**src/rtl/phase_sequencer.sv**
```systemverilog
// Modulo-64 frame phase counter with first/last slot strobes
// for sequencing the shared equalizer filter datapath.
module phase_sequencer #(
   parameter int unsigned COUNT_WIDTH = 6,
   parameter int unsigned RESET_VALUE = 63
) (
   input  logic                   clk,
   input  logic                   rst,
   input  logic                   clk_enable,
   output logic [COUNT_WIDTH-1:0] current_count,
   output logic                   phase_0,
   output logic                   phase_63
);

   localparam logic [COUNT_WIDTH-1:0] CntRst  = COUNT_WIDTH'(RESET_VALUE);
   localparam logic [COUNT_WIDTH-1:0] CntOne  = COUNT_WIDTH'(1);
   localparam logic [COUNT_WIDTH-1:0] CntLast = '1;

   logic [COUNT_WIDTH-1:0] count_q;
   logic [COUNT_WIDTH-1:0] count_d;

   // Natural wrap of the adder gives the 63 -> 0 rollover.
   always_comb begin
      count_d = count_q;
      if (clk_enable) begin
         count_d = count_q + CntOne;
      end
   end

   always_ff @(posedge clk or posedge rst) begin
      if (rst) begin
         count_q <= CntRst;
      end else begin
         count_q <= count_d;
      end
   end

   // Strobes are unregistered so a re-enable raises them in the same cycle.
   always_comb begin
      current_count = count_q;
      phase_0       = clk_enable && (count_q == '0);
      phase_63      = clk_enable && (count_q == CntLast);
   end

endmodule

```
**config.mk**
```make
export PLATFORM = sky130hd
export DESIGN_NAME = phase_sequencer
export DESIGN_NICKNAME = d
export VERILOG_FILES = /design/src/rtl/phase_sequencer.sv
export SDC_FILE = /design/constraint.sdc
export NUM_CORES = 1
export LEC_CHECK = 0
export ABC_AREA = 1
export CAP_MARGIN = 10
export CORE_AREA = 2 2 39 41
export DETAILED_ROUTE_END_ITERATION = 16
export DIE_AREA = 0 0 41 43
export GPL_TIMING_DRIVEN = 1
export PLACE_DENSITY = 0.55
export SETUP_SLACK_MARGIN = 0.4
export SYNTH_ARGS = -nofsm -noshare
export SYNTH_HDL_FRONTEND = slang
export SYNTH_SLANG_ARGS = --single-unit
```
**constraint.sdc**
```tcl
create_clock -name clk -period 1 [get_ports clk]
set_input_delay 0.2 -clock clk [delete_from_list [all_inputs] [get_ports clk]]
set_output_delay 0.2 -clock clk [all_outputs]
set_load 0.02 [all_outputs]
```
After elaboration in Yosys (flattened, before gate mapping)
Cells that the tools add are included.

word-level totals
  word-level logic and storage cells = 6
  input bits = 3
  register bits after elaboration = 6
  output and inout port bits = 8

operators by class
  add/sub/neg operators = 1
  equal/unequal tests = 1
  reductions and logical operators = 3

operators by type and width
  kind                                         number
  adder 6 x 1 -> 6 bit, second input constant  1
  == test 6 bit, second input constant         1
  logical NOT 6 bit                            1
  logical AND 1 bit                            2

Logic depth before layout (Yosys ltp)
  depth after elaboration = 2
  mapped depth = 7
  mapped depth without buffers = 6

Worst setup path after synthesis
OpenSTA, ideal clock, no wires.

  path type = register to output
  from = reg count_q[0], in the netlist current_count[0]
  to = out phase_63
  required time = 0.800 ns
  cell stages (with the launch flop) = 4
  data arrival time = 1.397 ns
  path buffers = 0
  path slack = -0.597 ns
  cell sequence = dfstp_2 ha_1 nand3_1 nor3_1

between the ends
  cells in the longest elaborated chain, start to end = 2

RTL lines
  element                   line  source
  start: declaration        19    logic [COUNT_WIDTH-1:0] count_q;
  start signal: assignment  32    count_q <= CntRst;
  start signal: assignment  34    count_q <= count_d;
  == test 6 bit             42    phase_63 = clk_enable && (count_q == CntLast);
  logical AND 1 bit         42
  end: declaration          12    output logic phase_63

No other way between the ends.

Final worst setup path
Ends and elaborated chain as after synthesis.

==> qor.csv <==
metric,value,unit
fill_cells,131,
crit_required,0.80,ns
finalMaxSlewViolations,0,
root_buffer,clkbuf_4,
finalNonFillerCells,82,
cts_buffer_depth,2,
drtIter0Drc,2,
holdBufCountCts,0,
largest_reg_flops,6,
synthCells,39,
grt_pass1_wl,1.48,mm
antenna_left,0,
status,"finished, violations left",
die_area,1760,um2
max_freq,666,MHz
grt_pass1_vias,358,
crit_type,reg -> out,
busiest_layer,met2,
hold_viol,0,
synth-seq-area-share,45.3,%
vias_per_cell,4.20,
worst_pin_slew,0.223,ns
use_met1,13.7,%
diodes,0,
ios,11,
die_w,41,um
violations,negative setup slack,
r2r_cells,10,
power.total,2.38,mW
hp-class,in -> async,
die_h,43,um
totalWireLength,840,um
cap_violations,0,
fin_crit_sh,150,%
cts_htree_levels,1,
path_max_fanout,3,
fin_crit,1.50,ns
wl_per_cell,10.2,um
yosysUniqueCellTypes,13,
clock_latency,0.24,ns
yosys_warnings,0,
cp.arrival,1.30,ns
yosysTopAreaCell,dfstp_2,
synth.net_count,44,
cp-end-kind,primary output,
rows,14,
tritoncts,yes,
skew,0.00549,ns
rrSetupSlack,-0.38,ns
avgSynthCellArea,8.92,um2
grt_usage,12.5,%
worst_slack,-0.501,ns
synth.top_cell.area_share,45.3,%
finalNetCount,73,
drtPass1Iterations,2,
antenna_found_initial,0,
layout_common_cells,"buf_6, nand2_1, buf_4, inv_1, dfstp_2",
globalRouteMet2Util,20.9,%
drive_gt1_share,65.2,%
final_common_cell,buf_6,
routabilityCongestion,0.681,
reg2reg_to,current_count[5],
hpwl,598,um
cts.sinks,6,
placed_cells,73,
path_clk_slew,0.05,ns
syn_to_final_growth,98.9,%
use_met3,6.28,%
regToRegStartpoint,current_count[0],
initial_core_util,25.1,%
via_count,344,
rsz0062_at_grt,true,
yosys-top-cells-area,"dfstp_2, inv_1, nand2_1",
synthesis.area,348,um2
peakVddDrop,1940,uV
finalSetupViolCount,14,
p_leak,0.333,nW
powerDensity,3440,nW/um2
drc,0,
port_buffers,10,
cts_buffers,3,
coreArea,1380,um2
pre_cts_slack,-0.922,ns
relSlewSlack,85.1,%
start_kind,flop,
overflow,0,
grt_max_degree,7,
synth_seq_cells,6,
## Yosys cell counts (all sizes together)
cell   count
nor2       1
ha         2
nand3      2
xnor2      1
o21ai      1
buf        1
nand4      2
xor2       2
dfstp      6
inv        9
nand2     10
nor3       2
## critical path: stages (launching register included)
cell and delay (ns):
dfstp_2 0.57, ha_4 0.16, nand3_4 0.07, nor3_4 0.12
buf_6 0.13
## routing by layer
metal  up-vias  wire length (um)  part of all wire [%]
li1        174                 -                     -
met1       158               311                    37
met2        12               465                    55
met3         0                63                   7.5
met4         0                 0                     0
met5         -                 0                     0
## what timing repair did
item	CTS	global route
buffers inserted	4	2
setup endpoints to repair	14	14
pin swaps	9	6
gates resized for setup	59	2
## cells by family (layout without fill, tap and decap cells)
| kind of cell | count (synthesis) | count (layout) | share of synthesized area [%] |
|---|---|---|---|
| and+or+nand+nor | 17 | 17 | 25.5 |
| adders and majority gates | 2 | 2 | 7.19 |
| xor gates and xnor gates | 3 | 3 | 7.56 |
| buffers and inverters | 10 | 37 | 12.9 |
| DFF | 6 | 6 | 45.3 |
| AOI/OAI and AO/OA | 1 | 1 | 1.44 |
## how the worst max path moves through the flow
| stage | from | endpoint | slack [ns] | depth (start not counted) |
|---|---|---|---|---|
| 6_report | current_count[0] | phase_63 | -0.50 | 4 |
| 4_1_cts | current_count[0] | phase_0 | -0.55 | 5 |
| 2_1_floorplan | current_count[0] | phase_63 | -0.37 | 3 |
| 5_1_grt | current_count[0] | phase_0 | -0.57 | 5 |
| 3_3_place_gp | clk_enable | phase_63 | -0.88 | 4 |
| 3_5_place_dp | clk_enable | phase_0 | -0.92 | 4 |
## final cells by class
type | instances | area (um2) | share of cell area (%)
multi-input cells | 23 | 209 | 30.2
well taps | 16 | 20.0 | 2.89
repair buffers | 25 | 249 | 36.0
inverters | 9 | 33.8 | 4.88
flip-flops and latches | 6 | 158 | 22.8
clock buffers | 3 | 22.5 | 3.25
## metrics by stage
step                      setup TNS, ns  cell area [um2]  util (%)  hold slack (ns)
final                             -3.58              692      50.0            0.388
after global routing              -4.31              692      50.0            0.450
after CTS                         -3.53              667      48.2            0.396
after detailed placement          -5.79              566      40.9            0.531
after global placement            -5.72              566      40.9            0.526
after floorplan                   -1.09              389         -            0.199
## report_power, final
group          switching [mW]  internal, mW  total (mW)
registers               0.139         0.457       0.596
logic                   0.688         0.876        1.56
clock network          0.0829         0.135       0.218
total                   0.909          1.47        2.38
No activity file was read; power rests on OpenSTA's default activity.
